## src/rtl/i2c_eeprom_seq.sv

```systemverilog
// Two-requester EEPROM sequencer: arbitrates byte-write / random-read commands,
// drives an I2C master command word and waits out the EEPROM write cycle.
module i2c_eeprom_seq #(
  parameter int unsigned TWR_CYCLES     = 500000,
  parameter int unsigned TIMEOUT_CYCLES = 1000000
) (
  input  logic        s_axi_aclk,
  input  logic        s_axi_areset,
  input  logic [6:0]  cfg_dev_addr,
  input  logic [1:0]  req_valid,
  input  logic [1:0]  req_rw,
  input  logic [15:0] req_addr,
  input  logic [15:0] req_wdata,
  output logic [1:0]  req_ready,
  output logic [1:0]  rsp_valid,
  output logic [7:0]  rsp_rdata,
  output logic        rsp_err,
  output logic [31:0] i2c_data0,
  output logic [31:0] i2c_data1,
  input  logic [31:0] i2c_data2,
  output logic        i2c_start,
  input  logic        i2c_busy
);

  localparam int unsigned CNT_W = 32;
  localparam logic [CNT_W-1:0] TWR_LAST = CNT_W'(TWR_CYCLES - 1);
  localparam logic [CNT_W-1:0] TMO_LAST = CNT_W'(TIMEOUT_CYCLES - 1);

  typedef enum logic [2:0] {
    IDLE      = 3'd0,
    START     = 3'd1,
    WAIT_BUSY = 3'd2,
    WAIT_DONE = 3'd3,
    TWR       = 3'd4,
    RESP      = 3'd5
  } state_t;

  state_t             r_state, w_state_nxt;
  logic [CNT_W-1:0]   r_cnt, w_cnt_nxt;
  logic               r_grant, w_grant_nxt;
  logic               r_rw, w_rw_nxt;
  logic [1:0]         r_req_ready, w_req_ready_nxt;
  logic [1:0]         r_rsp_valid, w_rsp_valid_nxt;
  logic [7:0]         r_rsp_rdata, w_rsp_rdata_nxt;
  logic               r_rsp_err, w_rsp_err_nxt;
  logic [31:0]        r_data0, w_data0_nxt;
  logic [31:0]        r_data1, w_data1_nxt;
  logic               r_start, w_start_nxt;

  logic               w_pick;
  logic               w_sel_rw;
  logic [7:0]         w_sel_addr;
  logic [7:0]         w_sel_wdata;
  logic [1:0]         w_pick_oh;
  logic [1:0]         w_grant_oh;
  logic [CNT_W-1:0]   w_cnt_inc;
  logic               w_unused_rdata_hi;

  // Round-robin: on a tie the requester not granted last wins.
  assign w_pick      = (req_valid == 2'b11) ? ~r_grant : req_valid[1];
  assign w_sel_rw    = req_rw[w_pick];
  assign w_sel_addr  = w_pick ? req_addr[15:8]  : req_addr[7:0];
  assign w_sel_wdata = w_pick ? req_wdata[15:8] : req_wdata[7:0];
  assign w_pick_oh   = w_pick  ? 2'b10 : 2'b01;
  assign w_grant_oh  = r_grant ? 2'b10 : 2'b01;
  assign w_cnt_inc   = r_cnt + CNT_W'(1);
  assign w_unused_rdata_hi = ^i2c_data2[31:8];

  always_comb begin
    w_state_nxt     = r_state;
    w_cnt_nxt       = r_cnt;
    w_grant_nxt     = r_grant;
    w_rw_nxt        = r_rw;
    w_req_ready_nxt = 2'b00;
    w_rsp_valid_nxt = 2'b00;
    w_rsp_rdata_nxt = r_rsp_rdata;
    w_rsp_err_nxt   = r_rsp_err;
    w_data0_nxt     = r_data0;
    w_data1_nxt     = r_data1;
    w_start_nxt     = 1'b0;

    case (r_state)
      IDLE: begin
        if ((req_valid != 2'b00) && !i2c_busy) begin
          w_grant_nxt     = w_pick;
          w_rw_nxt        = w_sel_rw;
          w_req_ready_nxt = w_pick_oh;
          w_data0_nxt     = {14'h0, 1'b0, w_sel_rw, w_sel_addr, cfg_dev_addr, w_sel_rw};
          w_data1_nxt     = {24'h0, w_sel_wdata};
          w_rsp_err_nxt   = 1'b0;
          w_rsp_rdata_nxt = 8'h00;
          w_start_nxt     = 1'b1;
          w_state_nxt     = START;
        end
      end
      START: begin
        w_cnt_nxt   = '0;
        w_state_nxt = WAIT_BUSY;
      end
      WAIT_BUSY: begin
        if (i2c_busy) begin
          w_cnt_nxt   = '0;
          w_state_nxt = WAIT_DONE;
        end else if (r_cnt == TMO_LAST) begin
          w_rsp_err_nxt   = 1'b1;
          w_rsp_valid_nxt = w_grant_oh;
          w_state_nxt     = RESP;
        end else begin
          w_cnt_nxt = w_cnt_inc;
        end
      end
      WAIT_DONE: begin
        if (!i2c_busy) begin
          if (r_rw) begin
            w_rsp_rdata_nxt = i2c_data2[7:0];
            w_rsp_valid_nxt = w_grant_oh;
            w_state_nxt     = RESP;
          end else begin
            w_cnt_nxt   = '0;
            w_state_nxt = TWR;
          end
        end else if (r_cnt == TMO_LAST) begin
          w_rsp_err_nxt   = 1'b1;
          w_rsp_valid_nxt = w_grant_oh;
          w_state_nxt     = RESP;
        end else begin
          w_cnt_nxt = w_cnt_inc;
        end
      end
      TWR: begin
        if (r_cnt == TWR_LAST) begin
          w_rsp_valid_nxt = w_grant_oh;
          w_state_nxt     = RESP;
        end else begin
          w_cnt_nxt = w_cnt_inc;
        end
      end
      RESP: begin
        w_state_nxt = IDLE;
      end
      default: begin
        w_state_nxt = IDLE;
      end
    endcase
  end

  // Outputs are registered alongside the state so they line up with it.
  always_ff @(posedge s_axi_aclk) begin
    if (s_axi_areset) begin
      r_state     <= IDLE;
      r_cnt       <= '0;
      r_grant     <= 1'b1;
      r_rw        <= 1'b0;
      r_req_ready <= 2'b00;
      r_rsp_valid <= 2'b00;
      r_rsp_rdata <= 8'h00;
      r_rsp_err   <= 1'b0;
      r_data0     <= 32'h0;
      r_data1     <= 32'h0;
      r_start     <= 1'b0;
    end else begin
      r_state     <= w_state_nxt;
      r_cnt       <= w_cnt_nxt;
      r_grant     <= w_grant_nxt;
      r_rw        <= w_rw_nxt;
      r_req_ready <= w_req_ready_nxt;
      r_rsp_valid <= w_rsp_valid_nxt;
      r_rsp_rdata <= w_rsp_rdata_nxt;
      r_rsp_err   <= w_rsp_err_nxt;
      r_data0     <= w_data0_nxt;
      r_data1     <= w_data1_nxt;
      r_start     <= w_start_nxt;
    end
  end

  assign req_ready = r_req_ready;
  assign rsp_valid = r_rsp_valid;
  assign rsp_rdata = r_rsp_rdata;
  assign rsp_err   = r_rsp_err;
  assign i2c_data0 = r_data0;
  assign i2c_data1 = r_data1;
  assign i2c_start = r_start;

endmodule

```

## config.mk

```make
export PLATFORM = sky130hd
export DESIGN_NAME = i2c_eeprom_seq
export DESIGN_NICKNAME = d
export VERILOG_FILES = /design/src/rtl/i2c_eeprom_seq.sv
export SDC_FILE = /design/constraint.sdc
export NUM_CORES = 1
export LEC_CHECK = 0
export ABC_CLOCK_PERIOD_IN_PS = 3100
export BUFFER_PORTS_ARGS = -buffer_cell sky130_fd_sc_hd__buf_2
export CAP_MARGIN = 25
export CORE_ASPECT_RATIO = 0.8
export CORE_UTILIZATION = 40
export CTS_CLUSTER_DIAMETER = 200
export DETAILED_ROUTE_END_ITERATION = 12
export PLACE_DENSITY = 0.71
export RECOVER_POWER = 25
export SLEW_MARGIN = 15
export SYNTH_ARGS = -nofsm -noshare
export SYNTH_HDL_FRONTEND = slang
export SYNTH_SLANG_ARGS = --single-unit
export TNS_END_PERCENT = 5
```

## constraint.sdc

```tcl
create_clock -name s_axi_aclk -period 3.1 [get_ports s_axi_aclk]
set_input_delay 0.31 -clock s_axi_aclk [delete_from_list [all_inputs] [get_ports s_axi_aclk]]
set_output_delay 0.31 -clock s_axi_aclk [all_outputs]
set_load 0.1 [all_outputs]
```

==> results of run 1 <==
==> layout make-up <==
| class | instances | area, sq um |
|---|---|---|
| clock buffer | 10 | 229 |
| clock inverter | 6 | 42.5 |
| fill | 967 | 5060 |
| inverter | 7 | 26.3 |
| multi-input combinational | 378 | 2300 |
| sequential | 74 | 1480 |
| tap | 136 | 170 |
| timing repair buffer | 102 | 500 |
==> logic make-up after synthesis <==
kind of cell / count (synthesis) / share of synthesized area, %
multiplexers: 18 / 4.40
flip-flops: 74 / 36.2
AND/OR/NAND/NOR: 183 / 24.1
buffers and inverters: 80 / 11.5
adder cells (fa/ha/maj): 1 / 0.306
other: 1 / 0.0916
AO/OA/AOI/OAI: 137 / 23.4
==> tightest hold or removal path, cell delays in order <==
cell and delay [ns]:
buf_2 0.10, nand2_1 0.04, a21oi_1 0.05
==> cells in the mapped netlist (all sizes together) (5+ instances only) <==
| cell | count |
|---|---|
| a211oi | 20 |
| a21o | 5 |
| a21oi | 42 |
| a31oi | 7 |
| a41oi | 5 |
| and2 | 8 |
| and3 | 6 |
| and4 | 5 |
| buf | 51 |
| clkbuf | 22 |
| dfxtp | 74 |
| inv | 7 |
| mux2i | 18 |
| nand2 | 42 |
| nand2b | 6 |
| nand3 | 22 |
| nand4 | 9 |
| nor2 | 37 |
| nor3 | 14 |
| nor4 | 6 |
| o211ai | 9 |
| o21ai | 14 |
| o31ai | 9 |
| or3 | 9 |
==> worst min-delay path by stage <==
stage | from | endpoint | slack, ns | cells after the start
3_5_place_dp | rsp_rdata[5] | rsp_rdata[5] | 0.44 | 2
2_1_floorplan | r_grant | rsp_valid[0] | 0.43 | 1
5_1_grt | cfg_dev_addr[2] | i2c_data0[3] | 0.22 | 3
3_3_place_gp | rsp_rdata[3] | rsp_rdata[3] | 0.44 | 2
6_report | cfg_dev_addr[1] | i2c_data0[2] | 0.21 | 3
4_1_cts | cfg_dev_addr[3] | i2c_data0[4] | 0.20 | 3
==> state kept, by name (all words and copies together), names as in the netlist <==
register	cells
r_cnt	32
i2c_data0	16
i2c_data1	8
rsp_rdata	8
r_state	3
req_ready	2
rsp_valid	2
i2c_start	1
r_grant	1
rsp_err	1
==> layer usage <==
layer	share of wire, %	vias up
met5	0	-
met4	1.4	0
met3	6.0	17
met2	45	159
met1	47	1829
li1	-	1900
==> metrics by stage <==
stage          util (%)  total power (uW)  hold WS [ns]  worst slack, ns
3_5_place_dp       46.0              2020         0.443            0.401
2_1_floorplan         -              1900         0.435             1.10
3_3_place_gp       46.0              2000         0.435            0.508
5_1_grt            48.4              3070         0.218            0.129
4_1_cts            48.8              2970         0.204            0.381
6_report           48.4              2950         0.212            0.321
==> cells in the final DEF, fill, tap and decap left out, types with 4 or more instances in the layout <==
cell	instances
conb_1	39
nand3_1	22
o211ai_1	7
a21oi_1	42
clkbuf_16	9
o21ai_0	6
buf_4	10
buf_2	64
a21o_1	5
nor4_1	4
nor3_1	13
nand2_1	42
clkbuf_1	29
or3_1	9
a31oi_1	7
and3_1	6
and2_1	7
nand4_1	9
a211oi_1	18
a41oi_1	4
dfxtp_1	74
o31ai_1	9
o21ai_1	8
and4_1	5
inv_1	7
mux2i_1	18
nand2b_1	6
nor2_1	36
==> power by group <==
group | leakage [uW] | total (uW) | switching [uW] | internal, uW
clock | 0.000129 | 953 | 410 | 543
sequential | 0.000601 | 1050 | 47.5 | 1000
combinational | 0.00111 | 948 | 780 | 168
==> summary.md, run 1 <==
| Metric | Value |
|---|---|
| # IOs | 156 |
| Rows | 32 |
| Final nets | 651 |
| Yosys top cell area share | a little over a third |
| Slew Viols, Final | 0 |
| Top delay family on crit path | compound AO/OA/AOI/OAI gates |
| Gpl congestion | 0.865 |
| Endpoints failing setup | 0 |
| Max IR drop VDD | between 300 and 400 uV |
| Global routing's busiest layer | met2 |
| Die W | 115 um |
| DP HPWL | 7460 um |
| Kind of critical path | register to register |
| Antenna violations before repair | 0 |
| Synth top area cells | dfxtp_1 (36%), buf_4 (7.5%), a21oi_1 (5.1%), mux2i_1 (4.4%), nand2_1 (3.9%) |
| Initial DRC Count | 216 |
| Netlist Area Pre-Place | around 4100 sq um |
| Die area | 10600 sq um |
| Met3 usage | 4.52% |
| Area leader, netlist | dfxtp_1 |
| Hold buffers post-CTS | 0 |
| Met1 usage | between 20% and 30% |
| CTS clk-pin slew, worst paths | approximately 0.06 ns |
| Ys Warns | 0 |
| Final instance area | 4750 sq um |
| Clock network latency to the later pin of the worst-skew pair | 0.34 ns |
| P per Cell Area | about 620 nW/um^2 |
| Port Buffers | between 90 and 100 |
| Fin. Hold Viols | 0 |
| Routed wire length | 10600 um |
| Startpoint types | register |
| Antenna viol nets, final | 0 |
| Critical Path Fanout Max | 16 |
| Period utilisation layout | 89.6% |
| WP data arrival | 3.03 ns |
| Top FF cell, synth | dfxtp_1 |
| First-pass GRT wire length | 17200 um |
| CTS tree | built |
| Die Y-Extent | roughly 92 um |
| Fmax | roughly 0.36 GHz |
| CTS root buf | clkbuf_16 |
| WP depth | 6 |
| # DRC | 0 |
| Critical path origin | r_state[1] |
| R2R depth | 6 |
| RSZ-0062 raised after global routing | false |
| # diodes | 0 |
| Headroom to the max-slew limit | around a fifth |
| Clock sink count | 74 |
| Vias in the first global route | 3528 |
| Leak pwr | 0.00184 uW |
| Crit-path max cell delay | 0.67 ns |
| Area Growth Syn to Fin | 16.0% |
| Worst reg2reg setup slack | 0.32 ns |
| Vias per inst | 5.48 |
| Seq cells post-synth | 74 |
| Overflow after GRT | 0 |
| Fin Clk Skew | 0.00603 ns |
| Non-Filler Instances | around 710 |
| Post-synthesis cell count | 494 |
| Vias | 3905 |
| Initial Util | 41.7% |
| Synth Area per Inst | 8.29 sq um |
| WP data required | 3.35 ns |
| Min-delay worst type | input pin to register |
| Placed cell count | 697 |
| Worst Setup End Kind | register |
| CP Capture Point | r_cnt[26] |
| Async SR Flop Fraction | 0% |
| CP Cell Sequence | and3b_1 > a21oi_1 > nor2_1 > o22a_1 > o21ai_1 > a21oi_1 |
| Worst Tran Pin Value | roughly 1.2 ns |
| RR Endpoint | r_cnt[26] |
| Largest net degree at the start of global routing | 54 |
| Post-synth EDFFs | 0 |
| Slowest-stage cell, CP | dfxtp_1 |
| First-pass detailed-route iteration total | 5 |
| GRT Total Usage | between 20% and 30% |
| CP bufs+invs | 0 |
| Met2 GRT Util | between 30% and 40% |
| Share of cells above drive strength 1 | 18.9% |
| Synth unique cells | 66 |
| FF-to-FF Start | r_state[1] |
| Final min period | around 2.8 ns |
| Max-cap violations | 0 |
| H-tree levels | 3 |
| Post-CTS Setup Bufs | 0 |
| Routed WL per cell | between 10 and 15 um |
| Area after DPL | 4510 sq um |
| Sequential share of the synthesized area | 36.2% |
| TritonCTS Buffers | 9 |
| Outcome | complete, no violations |
| Max clock buf depth | 2 |
| CORE AREA | 9810 sq um |
| Setup TNS | 0 ns |
| Worst path most repeated cell | a21oi_1 |
| Post-CTS resize count | 0 |
Power figures use the tool's default switching activity.
==> inputs of run 2 (changes only) <==
==> constraint.sdc (replaced) <==
create_clock -name s_axi_aclk -period 3.1 [get_ports s_axi_aclk]
set_input_delay 0.31 -clock s_axi_aclk [delete_from_list [all_inputs] [get_ports s_axi_aclk]]
set_output_delay 0.31 -clock s_axi_aclk [all_outputs]
set_load 0.005 [all_outputs]
==> summary.md, run 2 (same netlist as run 1, synthesis figures left out) <==
| Metric | Value |
|---|---|
| FF-to-FF Start | r_state[1] |
| First-pass detailed-route iteration total | 4 (-1) |
| # diodes | 0 (unchanged) |
| Initial Util | 41.7% (unchanged) |
| Worst Tran Pin Value | 0.710 ns (-0.492 ns) |
| DP HPWL | 7460 um (unchanged) |
| Multi-input logic area | 2300 sq um (unchanged) |
| Kind of critical path | register to register |
| Final min period | 2.77 ns (-0.00771 ns) |
| Slew Viols, Final | 0 (unchanged) |
| # DRC | 0 (unchanged) |
| First-pass GRT wire length | 17200 um (unchanged) |
| Fillers | 958 (-0.93%) |
| Rows | 32 (unchanged) |
| WP data arrival | 3.04 ns (about the same) |
| Port Buffers | 92 (unchanged) |
| Final instance area | 4760 sq um (+0.32%) |
| Most frequent cells in the layout | buf_2 (76), dfxtp_1 (74), a21oi_1 (42), nand2_1 (42), conb_1 (39) |
| Worst reg2reg setup slack | 0.33 ns (about the same) |
| Top delay family on crit path | compound AO/OA/AOI/OAI gates |
| Worst Hold End | i2c_data0[1] |
| R2R depth | 6 (unchanged) |
| Worst Setup End Kind | register |
| # IOs | 156 (unchanged) |
| Hold path cells | 3 (unchanged) |
| CTS tree | built |
| Startpoint types | register |
| Gpl congestion | 0.865 (unchanged) |
| Share of cells above drive strength 1 | 21.0% (+2.1 points) |
| Fin. Hold Viols | 0 (unchanged) |
| Endpoints failing setup | 0 (unchanged) |
| Routed wire length | 10600 um (+0.24%) |
| Hold buffers post-CTS | 0 (unchanged) |
| Final nets | 651 (unchanged) |
| Commonest non-fill, non-tap cell in the layout | buf_2 |
| Min-delay src | cfg_dev_addr[0] |
| Outcome | complete, no violations |
| Post-CTS Setup Bufs | 0 (unchanged) |
| Initial DRC Count | 245 (+13%) |
| Post-CTS resize count | 0 (unchanged) |
| Max IR drop VDD | 258 uV (-18%) |
| Critical Path Fanout Max | 16 (unchanged) |
| Min-delay worst type | input pin to register |
| Clock network latency to the later pin of the worst-skew pair | 0.34 ns (about the same) |
| GRT Total Usage | 20.5% (unchanged) |
| Antenna violations before repair | 0 (unchanged) |
| CP Cell Sequence | and3b_1 > a21oi_1 > nor2_1 > o22a_1 > o21a_1 > o2bb2ai_1 |
| Die Y-Extent | 92.5 um (unchanged) |
| FF/Latch Area | 1480 sq um (unchanged) |
| WP data required | 3.37 ns (+0.02 ns) |
| Area Growth Syn to Fin | 16.3% |
| Die W | 115 um (unchanged) |
| Antenna viol nets, final | 0 (unchanged) |
| H-tree levels | 3 (unchanged) |
| Fmax | 0.361 GHz (+0.28%) |
| Max reg flops | 32 (unchanged) |
| CTS clk-pin slew, worst paths | 0.06 ns (about the same) |
| Hold Slack | 0.213 ns (+0.000767 ns) |
| Overflow after GRT | 0 (unchanged) |
| Area after DPL | 4510 sq um (unchanged) |
| P per Cell Area | 516 nW/um^2 (-17%) |
| Leak pwr | 0.00189 uW (+2.7%) |
| Setup TNS | 0 ns (unchanged) |
| Fin Clk Skew | 0.00633 ns (+0.000301 ns) |
| Headroom to the max-slew limit | 52.7% (+32 points) |
| Largest net degree at the start of global routing | 54 (unchanged) |
| CP bufs+invs | 0 (unchanged) |
| Max clock buf depth | 2 (unchanged) |
| Vias in the first global route | 3528 (unchanged) |
| Slowest-stage cell, CP | dfxtp_1 |
| Post-layout util | 48.5% (+0.15 points) |
| Routed WL per cell | 14.8 um (+0.24%) |
| Vias per inst | 5.49 (+0.15%) |
| Max-cap violations | 0 (unchanged) |
| TritonCTS Buffers | 9 (unchanged) |
| Die area | 10600 sq um (unchanged) |
| CORE AREA | 9810 sq um (unchanged) |
| Vias | 3911 (+0.15%) |
| Crit-path max cell delay | 0.67 ns (about the same) |
| Period utilisation layout | 89.4% (-0.25 points) |
| RSZ-0062 raised after global routing | false |
| Largest register by flop count | r_cnt |
| RR Endpoint | r_cnt[20] |
| CTS root buf | clkbuf_16 |
| Clock sink count | 74 (unchanged) |
[run 2: layer usage]
layer	track usage, %	share of wire, %
met2	31.4	45
met3	4.52	6.3
met4	7.36	1.4
met1	28.2	47
met5	0	0
[run 2: worst max path at each step]
stage	to	startpoint	depth (start not counted)	slack [ns]
floorplan	r_cnt[28]	r_cnt[0]	8	1.10
global placement	r_cnt[24]	r_state[1]	6	0.51
detailed placement	r_cnt[20]	r_state[1]	6	0.40
CTS	r_cnt[26]	r_state[1]	6	0.38
global route	r_cnt[20]	r_state[1]	6	0.13
finish	r_cnt[20]	r_state[1]	6	0.33
[run 2: per-stage QoR]
step           cells  setup slack (ns)  power [uW]
2_1_floorplan    532              1.10        1400
3_5_place_dp     697             0.401        1520
4_1_cts          713             0.381        2470
3_3_place_gp     697             0.508        1510
5_1_grt          713             0.129        2580
6_report         713             0.329        2460
[run 2: final cells by class]
class                   count  share of cell area, %
clock inverters             6                  0.893
repair buffers            102                   10.8
clock buffers              10                   4.81
inverters                   7                  0.552
multi-input cells         378                   48.2
flip-flops and latches     74                   31.1
well taps                 136                   3.57
[run 2: power by group]
group,internal [uW],total (uW),leakage (uW),switching [uW]
registers,1000,1050,0.000601,47.8
logic,171,454,0.00116,283
clock network,543,954,0.000129,412
total,1720,2460,0.00189,742
[run 2: worst reg2reg max path, delay by kind of cell, from the launching register on]
kind,cells,cell delay (ns)
simple gates,2,0.82
compound gates,4,1.21
flops,1,0.67
